==> config.mk <==
export PLATFORM = sky130hd
export DESIGN_NAME = lane_tx_scheduler_flat
export DESIGN_NICKNAME = d
export VERILOG_FILES = /design/src/rtl/lane_tx_scheduler_if.sv /design/src/rtl/lane_tx_scheduler.sv /design/src/flat_wrapper.sv
export SDC_FILE = /design/constraint.sdc
export NUM_CORES = 1
export LEC_CHECK = 0
export CORE_AREA = 2 2 119 121
export CTS_CLUSTER_DIAMETER = 60
export CTS_CLUSTER_SIZE = 12
export DETAILED_ROUTE_END_ITERATION = 16
export DIE_AREA = 0 0 121 123
export PLACE_DENSITY = 0.54
export SLEW_MARGIN = 20
export SYNTH_ARGS = -nofsm -noshare
export SYNTH_HDL_FRONTEND = slang
export SYNTH_SLANG_ARGS = --single-unit
==> constraint.sdc <==
create_clock -name clk_2f -period 4.59 [get_ports clk_2f]
set_input_delay 0.918 -clock clk_2f [delete_from_list [all_inputs] [get_ports clk_2f]]
set_output_delay 0.918 -clock clk_2f [all_outputs]
set_load 0.02 [all_outputs]
==> src/rtl/lane_tx_scheduler_if.sv <==
// Lane scheduler bus: two lane byte streams in, scheduled byte slot and lane status out.
// No storage or latency of its own; master drives lane bytes and pause, slave returns the slot.
// Backpressure comes only from pause (downstream) and is reported upstream via afull/overflow.
interface lane_tx_scheduler_if;
    logic [7:0] data_0;
    logic       valid_0;
    logic [7:0] data_1;
    logic       valid_1;
    logic       pause;
    logic [7:0] data_out;
    logic       valid_out;
    logic       grant;
    logic       afull_0;
    logic       afull_1;
    logic       overflow_0;
    logic       overflow_1;

    modport master (
        output data_0, valid_0, data_1, valid_1, pause,
        input  data_out, valid_out, grant, afull_0, afull_1, overflow_0, overflow_1
    );

    modport slave (
        input  data_0, valid_0, data_1, valid_1, pause,
        output data_out, valid_out, grant, afull_0, afull_1, overflow_0, overflow_1
    );
endinterface

==> src/rtl/lane_tx_scheduler.sv <==
// Generic synchronous FIFO: a push is written at the edge, the head is readable the next cycle.
// Latency: 1 edge from push to head visible.
// Backpressure: a push while full is ignored; a pop while empty is ignored.
module lane_fifo #(
    parameter int WIDTH = 8,
    parameter int DEPTH = 4
) (
    input  logic                   clk,
    input  logic                   rst_n,
    input  logic                   push,
    input  logic [WIDTH-1:0]       push_dat,
    input  logic                   pop,
    output logic [WIDTH-1:0]       head_dat,
    output logic [$clog2(DEPTH):0] count,
    output logic                   full
);
    localparam int AW = $clog2(DEPTH);
    localparam int CW = AW + 1;

    logic [WIDTH-1:0] mem [DEPTH];
    logic [AW-1:0]    wr_ptr;
    logic [AW-1:0]    rd_ptr;
    logic             push_ok;
    logic             pop_ok;

    assign full     = (count == CW'(DEPTH));
    assign push_ok  = push && !full;
    assign pop_ok   = pop && (count != '0);
    assign head_dat = mem[rd_ptr];

    // DEPTH is a power of two, so the pointers wrap by natural overflow.
    always_ff @(posedge clk or negedge rst_n) begin
        if (!rst_n) begin
            wr_ptr <= '0;
            rd_ptr <= '0;
            count  <= '0;
        end else begin
            if (push_ok) wr_ptr <= wr_ptr + 1'b1;
            if (pop_ok)  rd_ptr <= rd_ptr + 1'b1;
            count <= count + CW'(push_ok) - CW'(pop_ok);
        end
    end

    always_ff @(posedge clk) begin
        if (push_ok) mem[wr_ptr] <= push_dat;
    end
endmodule

// Two-lane byte scheduler: per-lane FIFOs, round-robin grant of one output byte slot, idle fill.
// Latency: byte pushed at edge k into an empty, uncontested lane is on data_out after edge k+1.
// Backpressure: pause holds the output and pops nothing; pushes continue, drops set sticky overflow.
module lane_tx_scheduler #(
    parameter int          DEPTH     = 4,
    parameter int          AF_THRESH = 3,
    parameter logic [7:0]  IDLE_SYM  = 8'hBC
) (
    input  logic                 clk_2f,
    input  logic                 reset_L,
    lane_tx_scheduler_if.slave   bus
);
    localparam int CW = $clog2(DEPTH) + 1;

    logic [CW-1:0] cnt_0, cnt_1;
    logic [CW-1:0] cnt_nxt_0, cnt_nxt_1;
    logic [7:0]    head_0, head_1;
    logic          full_0, full_1;
    logic          elig_0, elig_1;
    logic          push_0, push_1;
    logic          pop_0, pop_1;
    logic          win;
    logic          last_grant;

    logic [7:0]    data_out_q;
    logic          valid_out_q;
    logic          grant_q;
    logic          afull_0_q, afull_1_q;
    logic          overflow_0_q, overflow_1_q;

    lane_fifo #(.WIDTH(8), .DEPTH(DEPTH)) u_fifo_0 (
        .clk      (clk_2f),
        .rst_n    (reset_L),
        .push     (push_0),
        .push_dat (bus.data_0),
        .pop      (pop_0),
        .head_dat (head_0),
        .count    (cnt_0),
        .full     (full_0)
    );

    lane_fifo #(.WIDTH(8), .DEPTH(DEPTH)) u_fifo_1 (
        .clk      (clk_2f),
        .rst_n    (reset_L),
        .push     (push_1),
        .push_dat (bus.data_1),
        .pop      (pop_1),
        .head_dat (head_1),
        .count    (cnt_1),
        .full     (full_1)
    );

    // Eligibility uses pre-edge counts, so a byte pushed this edge waits one cycle.
    always_comb begin
        elig_0    = (cnt_0 != '0);
        elig_1    = (cnt_1 != '0);
        win       = (elig_0 && elig_1) ? ~last_grant : elig_1;
        pop_0     = !bus.pause && elig_0 && !win;
        pop_1     = !bus.pause && elig_1 && win;
        push_0    = bus.valid_0 && !full_0;
        push_1    = bus.valid_1 && !full_1;
        cnt_nxt_0 = cnt_0 + CW'(push_0) - CW'(pop_0);
        cnt_nxt_1 = cnt_1 + CW'(push_1) - CW'(pop_1);
    end

    always_ff @(posedge clk_2f or negedge reset_L) begin
        if (!reset_L) begin
            data_out_q   <= 8'h00;
            valid_out_q  <= 1'b0;
            grant_q      <= 1'b0;
            last_grant   <= 1'b1;
            afull_0_q    <= 1'b0;
            afull_1_q    <= 1'b0;
            overflow_0_q <= 1'b0;
            overflow_1_q <= 1'b0;
        end else begin
            afull_0_q <= (cnt_nxt_0 >= CW'(AF_THRESH));
            afull_1_q <= (cnt_nxt_1 >= CW'(AF_THRESH));
            if (bus.valid_0 && full_0) overflow_0_q <= 1'b1;
            if (bus.valid_1 && full_1) overflow_1_q <= 1'b1;
            if (!bus.pause) begin
                if (elig_0 || elig_1) begin
                    data_out_q  <= win ? head_1 : head_0;
                    valid_out_q <= 1'b1;
                    grant_q     <= win;
                    last_grant  <= win;
                end else begin
                    data_out_q  <= IDLE_SYM;
                    valid_out_q <= 1'b0;
                end
            end
        end
    end

    assign bus.data_out   = data_out_q;
    assign bus.valid_out  = valid_out_q;
    assign bus.grant      = grant_q;
    assign bus.afull_0    = afull_0_q;
    assign bus.afull_1    = afull_1_q;
    assign bus.overflow_0 = overflow_0_q;
    assign bus.overflow_1 = overflow_1_q;
endmodule

==> src/flat_wrapper.sv <==
// flat-port wrapper written by rule: the top's interface ports become plain ports
module lane_tx_scheduler_flat 
#(
    parameter int          DEPTH     = 4,
    parameter int          AF_THRESH = 3,
    parameter logic [7:0]  IDLE_SYM  = 8'hBC
)
  (clk_2f, reset_L, bus_data_0, bus_valid_0, bus_data_1, bus_valid_1, bus_pause, bus_data_out, bus_valid_out, bus_grant, bus_afull_0, bus_afull_1, bus_overflow_0, bus_overflow_1);
  lane_tx_scheduler_if bus_i ();
  input  logic clk_2f;
  input  logic reset_L;
  input wire logic [$bits(bus_i.data_0)-1:0] bus_data_0;
  input wire logic [$bits(bus_i.valid_0)-1:0] bus_valid_0;
  input wire logic [$bits(bus_i.data_1)-1:0] bus_data_1;
  input wire logic [$bits(bus_i.valid_1)-1:0] bus_valid_1;
  input wire logic [$bits(bus_i.pause)-1:0] bus_pause;
  output wire logic [$bits(bus_i.data_out)-1:0] bus_data_out;
  output wire logic [$bits(bus_i.valid_out)-1:0] bus_valid_out;
  output wire logic [$bits(bus_i.grant)-1:0] bus_grant;
  output wire logic [$bits(bus_i.afull_0)-1:0] bus_afull_0;
  output wire logic [$bits(bus_i.afull_1)-1:0] bus_afull_1;
  output wire logic [$bits(bus_i.overflow_0)-1:0] bus_overflow_0;
  output wire logic [$bits(bus_i.overflow_1)-1:0] bus_overflow_1;
  assign bus_i.data_0 = bus_data_0;
  assign bus_i.valid_0 = bus_valid_0;
  assign bus_i.data_1 = bus_data_1;
  assign bus_i.valid_1 = bus_valid_1;
  assign bus_i.pause = bus_pause;
  assign bus_data_out = bus_i.data_out;
  assign bus_valid_out = bus_i.valid_out;
  assign bus_grant = bus_i.grant;
  assign bus_afull_0 = bus_i.afull_0;
  assign bus_afull_1 = bus_i.afull_1;
  assign bus_overflow_0 = bus_i.overflow_0;
  assign bus_overflow_1 = bus_i.overflow_1;
  lane_tx_scheduler #(.DEPTH(DEPTH), .AF_THRESH(AF_THRESH), .IDLE_SYM(IDLE_SYM)) u_core (.clk_2f(clk_2f), .reset_L(reset_L), .bus(bus_i));
endmodule
==> metrics.cfg, run 1 <==
[status]
outcome = finished clean

[synthesis]
synth_area_leader_cell = edfxtp_1
ys_ff_latch = 93
ys_top_cells_by_count = edfxtp_1 (64), dfrtp_1 (28), inv_1 (17)
netlist_area_mm2 = 0.003892
syn_nets = 265
synth_edf_count = 64
post_synth_num_cell_types = 32
ys_dominant_reg_cell = edfxtp_1
netlist_instances = 224
ys_seq_area_share_pct = 68.05
synth_top_area_share_pct = 49.37
synth_warnings = 0
synthTopCellsByArea = edfxtp_1 (49%), dfrtp_1 (18%), mux4_2 (9.3%), ha_1 (5.1%), fa_1 (2.1%)
yosysMostFrequentCell = edfxtp_1
avgSynthCellArea_um2 = 17.38
async_flop_share_pct = 31.18

[timing]
max_freq_mhz = 344.0
tns_ps = 0
finalSetupViolCount = 0
skew_ps = 5.300
setup_ws_ps = 1683
rsz0062_at_grt = no
worstMarginPinSlew_ps = 637.3
period_share_pct = 63.34
drv_slew = 0
max_slew_margin_pct = 57.28
layout_min_cycle_time_ps = 2907
hold_viol = 0

[worst_setup_path]
r2r_slack_ps = 2140
cp_max_fo = 10
critPathArrivalTime_ps = 3140
cp-start-kind = primary input
reg2reg_to = u_core.u_fifo_1.count[1]
r2r.worst_path.cells = 6
end_kind = flop
regToRegStartpoint = u_core.u_fifo_0.count[2]
critPathRequiredTime_ps = 4820
worst-setup-path-type = primary input to flop

[worst_hold_path]
min_from = u_core.bus.overflow_0
hold_depth = 1
whs_endpoint = u_core.bus.overflow_0
min_path_type = flop to flop

[power]
ir_drop_mv = 0.1873
switching_share_pct = 32.37
switching_power_uw = 1013
pwr-share-seq_pct = 43.5
combPwrFrac_pct = 32.8
internal_power_uw = 2117
powerDensity_mw_per_mm2 = 661.2
power_frac_clock_pct = 23.7
p_leak_uw = 0.001768

[drt]
top_layer = met4
drt_iter0_drc = 78
wl_um = 6850
wl_met2_um = 3224
drt_pass1_iterations = 4
wl_met1_um = 3222
via_count = 1879
ant_nets = 0
wl_per_cell_um = 15.29
wl_met3_um = 303
vias_per_cell = 4.194
drcViolationCount = 0

[cts]
post_cts_resized = 0
clock_latency_ps = 340
cts.clk_slew.worst_paths_ps = 60
cts_tree = yes
clock_path_buffers = 2
cts.root.buffer_cell = clkbuf_16
htree_levels = 3
cts_inserted_buffers = 9
cts_num_sinks = 93
ctsHoldBuffers = 0
post_cts_buffers = 0

[grt]
antenna_found_initial = 0
grt_pass1_vias = 2051
grt_pass1_wl_um = 11050
globalRoute.totalOverflow = 0
track_usage_pct = 10.28
grt_max_degree = 30

[die]
fp.dieArea_mm2 = 0.01488
die_h_um = 123
row_count = 43
fp.dieW_um = 121
initial_core_util_pct = 28.60
core_mm2 = 0.01361
io_pins = 35

[layout]
syn_to_final_growth_pct = 21.63
drive_above_1_share_pct = 14.18
nFillCells = 1279
antenna_cells = 0
nNetsFinal = 304

[job]
drv_cap = 0

[placed_design]
place.gp.congestion = 0.7053
dpl.hpwl_um = 4784
post-place-ws_ps = 1297
portBuffers = 34

metrics by stage:
| step | utilization [%] | std cells | hold WS (ps) | power, uW | area, um2 |
|---|---|---|---|---|---|
| after floorplan | - | 224 | 542.0 | 2083 | 3892 |
| after global placement | 32.54 | 432 | 461.2 | 2411 | 4429 |
| after detailed placement | 32.54 | 432 | 457.9 | 2435 | 4429 |
| after CTS | 34.78 | 448 | 474.9 | 3193 | 4735 |
| after global routing | 34.78 | 448 | 487.3 | 3355 | 4735 |
| final | 34.78 | 448 | 470.1 | 3130 | 4735 |
worst max-delay path, stage by stage:
cell and delay (ps):
clkdlybuf4s50_1 670, inv_1 240, o211a_1 200, ha_1 280, inv_1 40, ha_1 180, fa_1 370, xor2_1 160
nand2_1 70
cell usage in the layout (no fill, tap or decap), types with 2 or more instances in the layout:
cell	netlist	routed
edfxtp_1	64	64
clkdlybuf4s50_1	0	34
dfrtp_1	28	28
inv_1	17	17
mux4_2	16	16
ha_1	16	16
nand2_1	15	15
clkbuf_16	0	11
and2_1	8	8
mux2i_1	8	8
xor2_1	6	6
xnor2_1	6	6
a2bb2oi_1	5	5
fa_1	4	4
o21ai_1	3	3
o21ai_0	3	3
o211a_1	2	2
nor2_1	2	2
a21boi_1	2	2
a31o_2	2	2
clkinv_2	0	2
cells by family after synthesis:
family | share of synthesized area [%]
flip-flops | 68.05
adder cells (fa/ha/maj) | 7.200
AND/OR/NAND/NOR | 3.472
buffers and inverters | 2.572
AO/OA/AOI/OAI | 4.693
XOR/XNOR | 2.700
multiplexers | 11.31
area by class of cell:
| type | instances | area [um2] | area share, % |
|---|---|---|---|
| Multi-Input combinational cell | 107 | 1144 | 24.15 |
| Tap cell | 180 | 225.2 | 4.757 |
| Clock buffer | 12 | 279.0 | 5.893 |
| Timing Repair Buffer | 35 | 347.8 | 7.347 |
| Sequential cell | 93 | 2649 | 55.95 |
| Inverter | 17 | 63.81 | 1.348 |
| Clock inverter | 4 | 26.28 | 0.5550 |
state kept, by name, summed over array words and instances (netlist names):
name,flops
u_core.u_fifo_0.mem,32
u_core.u_fifo_1.mem,32
u_core.bus.data_out,8
u_core.u_fifo_0.count,3
u_core.u_fifo_1.count,3
u_core.u_fifo_0.rd_ptr,2
u_core.u_fifo_0.wr_ptr,2
u_core.u_fifo_1.rd_ptr,2
u_core.u_fifo_1.wr_ptr,2
u_core.bus.afull_0,1
u_core.bus.afull_1,1
u_core.bus.grant,1
u_core.bus.overflow_0,1
u_core.bus.overflow_1,1
u_core.bus.valid_out,1
u_core.last_grant,1
worst max-delay path by stage:
| stage | from | end | slack, ps | depth (start not counted) |
|---|---|---|---|---|
| floorplan | bus_pause | u_core.bus.afull_0 | 1910 | 9 |
| global placement | bus_valid_0 | u_core.bus.afull_0 | 1380 | 9 |
| detailed placement | bus_pause | u_core.bus.afull_0 | 1300 | 9 |
| CTS | bus_pause | u_core.bus.afull_0 | 1690 | 9 |
| global route | bus_valid_1 | u_core.bus.afull_1 | 1530 | 9 |
| finish | bus_pause | u_core.bus.afull_0 | 1680 | 9 |
power groups by stage:
| stage | logic, uW | clock network [uW] | registers (uW) |
|---|---|---|---|
| 6_report | 1030 | 742 | 1360 |
| 5_1_grt | 1150 | 797 | 1410 |
| 4_1_cts | 1060 | 764 | 1370 |
| 3_5_place_dp | 1050 | 0 | 1390 |
| 3_3_place_gp | 1030 | 0 | 1380 |
| 2_1_floorplan | 752 | 0 | 1330 |
per-layer routing:
layer | GRT usage (%) | up-vias
met3 | 3.137 | 9
met5 | 0 | -
li1 | - | 905
met2 | 16.01 | 31
met4 | 4.578 | 0
met1 | 13.29 | 934
No activity file was read; power rests on OpenSTA's default activity.
==> inputs of run 2 (changes only) <==
==> constraint.sdc (replaced) <==
create_clock -name clk_2f -period 2.8 [get_ports clk_2f]
set_input_delay 0.56 -clock clk_2f [delete_from_list [all_inputs] [get_ports clk_2f]]
set_output_delay 0.56 -clock clk_2f [all_outputs]
set_load 0.02 [all_outputs]
==> run 2 against run 1 <==
Net effect: critical path depth decreased by 1; design area up 1.1%; final cell count rose by 1.3%; clock skew shrank 1.7 ps; largest cell class unchanged; sequential share of layout area decreased by 0.60 points; global-route usage rose by 0.23 points; worst setup slack got worse by 1300 ps; power is 65% higher.
==> metrics.cfg, run 2 (synthesis results as in run 1) <==
[status]
outcome = finished clean

[worst_setup_path]
regToRegStartpoint = u_core.u_fifo_0.count[2]
cp_max_fo = 5  ; -5
critPathArrivalTime_ps = 2630  ; -510 ps
cp-start-kind = flop
reg2reg_to = u_core.bus.afull_0
r2r_slack_ps = 400  ; -1740 ps
worst-setup-path-type = flop to flop
critPathRequiredTime_ps = 3030  ; -1790 ps
end_kind = flop
r2r.worst_path.cells = 8  ; +2

[grt]
track_usage_pct = 10.51  ; +0.23 points
globalRoute.totalOverflow = 0  ; unchanged
grt_max_degree = 30  ; unchanged
antenna_found_initial = 0  ; unchanged
grt_pass1_vias = 2095  ; +2.1%
grt_pass1_wl_um = 11310  ; +2.4%

[placed_design]
portBuffers = 34  ; unchanged
dpl.hpwl_um = 4830  ; +0.95%
place.gp.congestion = 0.7237  ; +2.6%

[cts]
cts.clk_slew.worst_paths_ps = 60  ; about the same
cts_tree = yes
clock_path_buffers = 2  ; unchanged
cts_inserted_buffers = 9  ; unchanged
post_cts_resized = 0  ; unchanged
ctsHoldBuffers = 0  ; unchanged
cts.root.buffer_cell = clkbuf_16
cts_num_sinks = 93  ; unchanged
clock_latency_ps = 340  ; about the same
htree_levels = 3  ; unchanged
post_cts_buffers = 0  ; unchanged

[power]
finalPower_uw = 5176  ; +65%
ir_drop_mv = 0.4141  ; +120%
p_leak_uw = 0.001798  ; +1.7%
powerDensity_mw_per_mm2 = 1082  ; +64%

[drt]
drt_pass1_iterations = 4  ; unchanged
vias_per_cell = 4.253  ; +1.4%
drcViolationCount = 0  ; unchanged
ant_nets = 0  ; unchanged
via_count = 1931  ; +2.8%
wl_um = 6859  ; +0.13%
drt_iter0_drc = 90  ; +15%
wl_per_cell_um = 15.11  ; -1.2%

[layout]
final_util_pct = 35.16  ; +0.38 points
syn_to_final_growth_pct = 22.95
nFillCells = 1284  ; +0.39%
layout_commonest_cell = edfxtp_1
drive_above_1_share_pct = 16.06  ; +1.9 points
nNetsFinal = 310  ; +2.0%
antenna_cells = 0  ; unchanged
final_cell_mix = edfxtp_1 (64), clkdlybuf4s50_1 (34), dfrtp_1 (28), inv_1 (17)

[worst_hold_path]
min_path_type = flop to flop
min_from = u_core.bus.overflow_0
hold_depth = 1  ; unchanged
whs_endpoint = u_core.bus.overflow_0

[timing]
hold_viol = 0  ; unchanged
skew_ps = 3.564  ; -1.736 ps
finalSetupViolCount = 0  ; unchanged
max_slew_margin_pct = 58.16  ; +0.88 points
period_share_pct = 85.80
layout_min_cycle_time_ps = 2402
tns_ps = 0  ; unchanged
drv_slew = 0  ; unchanged
max_freq_mhz = 416.2
rsz0062_at_grt = no
worstMarginPinSlew_ps = 627.6  ; -9.713 ps

[die]
fp.dieW_um = 121  ; unchanged
fp.dieArea_mm2 = 0.01488  ; unchanged
io_pins = 35  ; unchanged
die_h_um = 123  ; unchanged
core_mm2 = 0.01361  ; unchanged
initial_core_util_pct = 28.60  ; unchanged
row_count = 43  ; unchanged

[job]
drv_cap = 0  ; unchanged

run 2: how the worst max path moves through the flow:
stage	slack [ps]	depth (start not counted)	from	endpoint
after global routing	290	8	u_core.u_fifo_0.count[2]	u_core.bus.afull_0
after detailed placement	200	9	bus_valid_0	u_core.bus.afull_0
after global placement	240	9	bus_valid_1	u_core.bus.afull_1
final	400	8	u_core.u_fifo_0.count[2]	u_core.bus.afull_0
after CTS	380	8	u_core.u_fifo_0.count[2]	u_core.bus.afull_0
after floorplan	470	9	bus_pause	u_core.bus.afull_0
run 2: final cells by class:
| cell class | count | area, um2 | area share, % |
|---|---|---|---|
| clock inverters | 4 | 55.05 | 1.150 |
| clock buffers | 12 | 256.5 | 5.359 |
| well taps | 180 | 225.2 | 4.706 |
| inverters | 17 | 63.81 | 1.333 |
| repair buffers | 41 | 392.9 | 8.209 |
| flip-flops and latches | 93 | 2649 | 55.35 |
| multi-input cells | 107 | 1144 | 23.90 |
run 2: where the power goes:
group,internal [uW],switching [uW]
Combinational,874,826
Sequential,1900,327
Clock,745,500
Total,3520,1650
run 2: critical path: stages (launching register included):
cell and delay, ps:
dfrtp_1 430, or3_1 520, o211a_1 220, ha_1 280, inv_1 40, ha_1 180
fa_1 380, xor2_1 180, nand2_1 70
run 2: per-stage QoR:
stage	cell area (um2)	cells	worst slack [ps]	hold slack, ps
final	4786	454	397.6	470.4
after CTS	4786	454	379.1	474.6
after detailed placement	4474	438	204.2	460.0
after global placement	4474	438	242.9	465.1
after floorplan	3892	224	473.1	264.4
after global routing	4786	454	289.3	478.6
run 2: routing by layer:
| layer | wire length [um] | global-route usage [%] | vias up |
|---|---|---|---|
| met2 | 3307 | 16.29 | 40 |
| met5 | 0 | 0 | - |
| met1 | 3167 | 13.43 | 965 |
| met4 | 61 | 3.488 | 0 |
| li1 | - | - | 922 |
| met3 | 322 | 4.290 | 4 |
